### src/rtl/rr_sel_arbiter.sv
// Round-robin arbiter for a downstream 4-to-1 mux: grants one channel at a time,
// releases on done, requester withdrawal or hold limit, with registered outputs.
module rr_sel_arbiter #(
  parameter int HOLD_MAX = 15,
  parameter int CNT_W    = 8
) (
  input  logic       clk,
  input  logic       rst_n,
  input  logic [3:0] req,
  input  logic       done,
  output logic [1:0] sel,
  output logic [3:0] gnt,
  output logic       busy,
  output logic       timeout
);

  typedef enum logic {IDLE, GRANT} state_t;

  localparam logic [CNT_W-1:0] CNT_LIMIT = CNT_W'(HOLD_MAX - 1);
  localparam logic [CNT_W-1:0] CNT_SAT   = '1;

  state_t           state;
  logic [1:0]       ptr;
  logic [CNT_W-1:0] cnt;

  logic [1:0] pick_idx;
  logic       pick_valid;
  logic       hit_limit;
  logic       release_now;

  // Walk the search order backwards so the earliest candidate from ptr wins.
  // NOTE: every always_comb output gets a default first so no latch is inferred.
  always_comb begin
    pick_idx   = ptr;
    pick_valid = 1'b0;
    for (int off = 3; off >= 0; off--) begin
      if (req[ptr + 2'(off)]) begin
        pick_idx   = ptr + 2'(off);
        pick_valid = 1'b1;
      end
    end
  end

  assign hit_limit   = (cnt == CNT_LIMIT);
  assign release_now = done || !req[sel] || hit_limit;

  // NOTE: state registers use non-blocking assignments so every update sees
  // pre-edge values, independent of statement order.
  always_ff @(posedge clk) begin
    if (!rst_n) begin
      state   <= IDLE;
      sel     <= 2'b00;
      gnt     <= 4'b0000;
      busy    <= 1'b0;
      timeout <= 1'b0;
      ptr     <= 2'b00;
      cnt     <= '0;
    end else begin
      case (state)
        IDLE: begin
          timeout <= 1'b0;
          if (pick_valid) begin
            sel   <= pick_idx;
            gnt   <= 4'b0001 << pick_idx;
            busy  <= 1'b1;
            cnt   <= '0;
            state <= GRANT;
          end
        end
        GRANT: begin
          if (release_now) begin
            gnt     <= 4'b0000;
            busy    <= 1'b0;
            ptr     <= sel + 2'd1;
            cnt     <= '0;
            state   <= IDLE;
            // Only a pure hold-limit release pulses; done or withdrawal win.
            timeout <= !done && req[sel] && hit_limit;
          end else begin
            timeout <= 1'b0;
            if (cnt != CNT_SAT) cnt <= cnt + CNT_W'(1);
          end
        end
        default: state <= IDLE;
      endcase
    end
  end

endmodule

### config.mk
export PLATFORM = sky130hd
export DESIGN_NAME = rr_sel_arbiter
export DESIGN_NICKNAME = d
export VERILOG_FILES = /design/src/rtl/rr_sel_arbiter.sv
export SDC_FILE = /design/constraint.sdc
export NUM_CORES = 1
export LEC_CHECK = 0
export BUFFER_PORTS_ARGS = -buffer_cell sky130_fd_sc_hd__buf_2
export CAP_MARGIN = 20
export CORE_MARGIN = 2
export CORE_UTILIZATION = 26
export CTS_BUF_LIST = sky130_fd_sc_hd__clkbuf_2
export DETAILED_ROUTE_END_ITERATION = 8
export PLACE_DENSITY = 0.52
export SETUP_SLACK_MARGIN = 0.5
export SLEW_MARGIN = 40
export SYNTH_ARGS = -nofsm -noshare
export SYNTH_HDL_FRONTEND = slang
export SYNTH_SLANG_ARGS = --single-unit
### constraint.sdc
create_clock -name clk -period 3.8 [get_ports clk]
set_input_delay 0.76 -clock clk [delete_from_list [all_inputs] [get_ports clk]]
set_output_delay 0.76 -clock clk [all_outputs]
set_load 0.005 [all_outputs]
==> qor.csv <==
stage;metric;value;unit
synth;synth_cells;137;
layout;multi_input_area;673;sq um
timing;setup-violations-final;0;
layout;fin_area;1240;sq um
setup_path;start_kind;primary input;
synth;async_flop_share;0;
setup_path;reg2reg_to;gnt[1]$_SDFFE_PN0P_;
clocking;cts_setup_buffers;0;
setup_path;rr_startpoint;sel[1]$_SDFFE_PN0P_;
detailed_routing;via_per_inst;5.47;
layout;ff_latch_area;380;sq um
grt;grt_pass1_wl;4010;microns
detailed_routing;drt-initial-drc-count;92;
power_and_ir_drop;finalPower;0.370;mW
setup_path;endpoint;gnt[1]$_SDFFE_PN0P_;
floorplanning;start_util;0.268;
synth;ys_seq_elements;19;
synth;netlist.area_leader.share;0.326;
setup_path;path_cells;buf_2, mux2i_1, o31ai_2, a31oi_2, a2bb2o_1;
timing;max_freq;434;MHz
timing;fin_skew;0.00214;ns
detailed_routing;num_vias;1089;
timing;tightest_slew;0.849;ns
detailed_routing;drc;0;
placement;io_buffers;14;
power_and_ir_drop;cellPowerDensity;298;nW/um^2
setup_path;end_kind;register;
clocking;ctsHoldBuffers;0;
grt;grt_pass1_vias;834;
floorplanning;ios;15;
timing;period_share;0.606;
worst_hold_path;hp-class;register to register;
synth;seq_area_frac_synth;0.326;
clocking;clock_latency;0.31;ns
grt;globalRouteOverflowTotal;0;
synth;syn_nets;146;
worst_hold_path;hold_path_startpoint;gnt[0]$_SDFFE_PN0P_;
clocking;numCtsBuffers;3;
grt;grt_max_degree;13;
setup_path;required;4.07;ns
setup_path;critPathLaunch;req[1];
timing;slew_headroom;0.431;
detailed_routing;routed_wl;2520;microns
detailed_routing;antenna_left;0;
clocking;cts.path.max_buffers;2;
floorplanning;rows;24;
status;status;finished clean;
placement;place_hpwl;1920;microns
floorplanning;coreArea;4350;sq um
layout;antenna_cells;0;
synth;yosysUniqueCellTypes;44;
setup_path;slowest_delay;0.75;ns
power_and_ir_drop;ir_drop;0.0000999;V
floorplanning;dieArea;5040;sq um
floorplanning;die_h;71.0;microns
grt;antenna_found_initial;0;
power_and_ir_drop;p_leak;0.445;nW
clocking;cts_resized;0;
detailed_routing;drtPass1Iterations;4;
synth;synth_area_leaders;dfxtp_1 (33%), clkbuf_8 (4.7%), nor2_1 (4.2%), nand2_1 (3.9%), a211oi_1 (3.2%);
layout;fin_nets;157;
setup_path;worst-r2r-setup-slack;1.60;ns
timing;finalCriticalPeriod;2.30;ns
placement;place_congestion;0.793;
clocking;tritoncts;done;
layout;area_growth;6.43;%
setup_path;worstPathArrival;2.58;ns
setup_path;slowest_stage;o31ai_2;
synth;ys.flop_type;dfxtp_1;
setup_path;critPathMaxFanout;12;
floorplanning;die_w;71.0;microns
clocking;numClockSinks;19;
detailed_routing;wl_per_cell;12.7;microns
placement;post_dp_cell_area;1220;sq um
timing;maxSlewViolCount;0;
layout;drive_gt1_frac;0.177;
synth;syn_area;1170;sq um
timing;setup_tns;0;ns
synth;yosys.area.top_type;dfxtp_1;
flow_run;drv_cap;0;
clocking;clkSlewWorstSetupHoldPaths;0.17;ns
synth;ys_warn_count;0;
clocking;cts-root-buf;clkbuf_2;
layout;nFillCells;481;
clocking;htree_levels;1;
timing;final-hold-violation-count;0;
timing;rsz0062_at_grt;no;
setup_path;ff2ff_path_depth;4;
grt;grt_usage;0.0987;
timing;holdWs;0.469;ns
synth;synth_edf_count;0;
synth;avgSynthCellArea;8.52;sq um
setup_path;path_class;primary input to register;
==> critical path: cells and delay by family <==
family,cells,cell delay (ns)
buffers and inverters,1,0.15
AO/OA/AOI/OAI,3,1.53
multiplexers,1,0.13
==> routing by layer <==
layer  share of wire  up-vias  GRT usage
li1                -      537          -
met5               0        -          0
met4           0.012        0     0.0377
met3           0.061        2     0.0271
met2            0.46       44      0.146
met1            0.47      506      0.136
==> synthesized netlist by cell type (2+ instances only) <==
master and count:
a211oi_1 5, a21boi_0 2, a21oi_1 5, a2bb2oi_1 2, a31oi_1 5, a41oi_1 4, and3_1 2, and4_1 2
buf_6 2, clkbuf_8 4, dfxtp_1 19, ha_1 2, inv_1 9, mux2i_1 2, nand2_1 12, nand3_1 6
nand4_1 3, nor2_1 13, nor2b_1 3, nor3_1 4, nor3b_1 2, nor4_2 2, o21ai_0 6
==> final cells by class <==
class / instances / area share
clock buffer: 4 / 0.0161
inverter: 9 / 0.0272
multi-input combinational: 101 / 0.542
sequential: 19 / 0.306
tap: 52 / 0.0524
timing repair buffer: 14 / 0.0564
==> layout by cell type (no fill, tap or decap), types with 2 or more instances in the layout <==
master / synthesis / routed
and4_1: 2 / 2
clkbuf_2: 1 / 4
a41oi_1: 4 / 4
nand2_1: 12 / 12
a21oi_1: 5 / 5
nor2b_1: 3 / 3
a31oi_1: 5 / 4
mux2i_1: 2 / 2
nand3_1: 6 / 6
ha_1: 2 / 2
nor3b_1: 2 / 2
a2bb2oi_1: 2 / 2
a21boi_0: 2 / 2
nor3_1: 4 / 4
buf_2: 0 / 14
and3_1: 2 / 2
nor4_2: 2 / 2
nor2_1: 13 / 13
a211oi_1: 5 / 5
nand4_1: 3 / 3
dfxtp_1: 19 / 19
o21ai_0: 6 / 6
inv_1: 9 / 9
==> flip-flops by register name, indices dropped and copies added (netlist names) <==
name,flops
cnt,8
gnt,4
ptr,2
sel,2
busy,1
state,1
timeout,1
==> per-stage QoR <==
stage | cells | setup slack [ns] | utilization
floorplan | 137 | 1.90 | -
global placement | 195 | 1.08 | 0.279
detailed placement | 195 | 1.21 | 0.281
CTS | 199 | 1.57 | 0.285
global route | 199 | 1.42 | 0.285
finish | 199 | 1.50 | 0.285
==> how the worst min path moves through the flow <==
stage | endpoint | cells past startpoint
after floorplan | ptr[0]$_SDFFE_PN0P_ | 2
after global placement | gnt[0]$_SDFFE_PN0P_ | 2
after detailed placement | gnt[0]$_SDFFE_PN0P_ | 2
after CTS | gnt[0]$_SDFFE_PN0P_ | 2
after global routing | gnt[0]$_SDFFE_PN0P_ | 2
final | gnt[0]$_SDFFE_PN0P_ | 2
==> report_power, final <==
| part | switching (mW) | internal (mW) | total (mW) |
|---|---|---|---|
| registers | 0.00987 | 0.209 | 0.219 |
| logic | 0.0357 | 0.0262 | 0.0619 |
| clock network | 0.0612 | 0.0279 | 0.0891 |
| total | 0.107 | 0.263 | 0.370 |
==> cells by family (layout without fill, tap and decap cells) <==
group,Yosys count,after routing,synth area share
mux,3,3,0.0268
flops,19,19,0.326
fa+ha+maj,2,2,0.0214
compound gates,39,39,0.255
xor+xnor,1,1,0.00750
simple gates,56,56,0.260
buf+inv,17,27,0.103
Note: power is estimated with default switching activity, not from simulation.
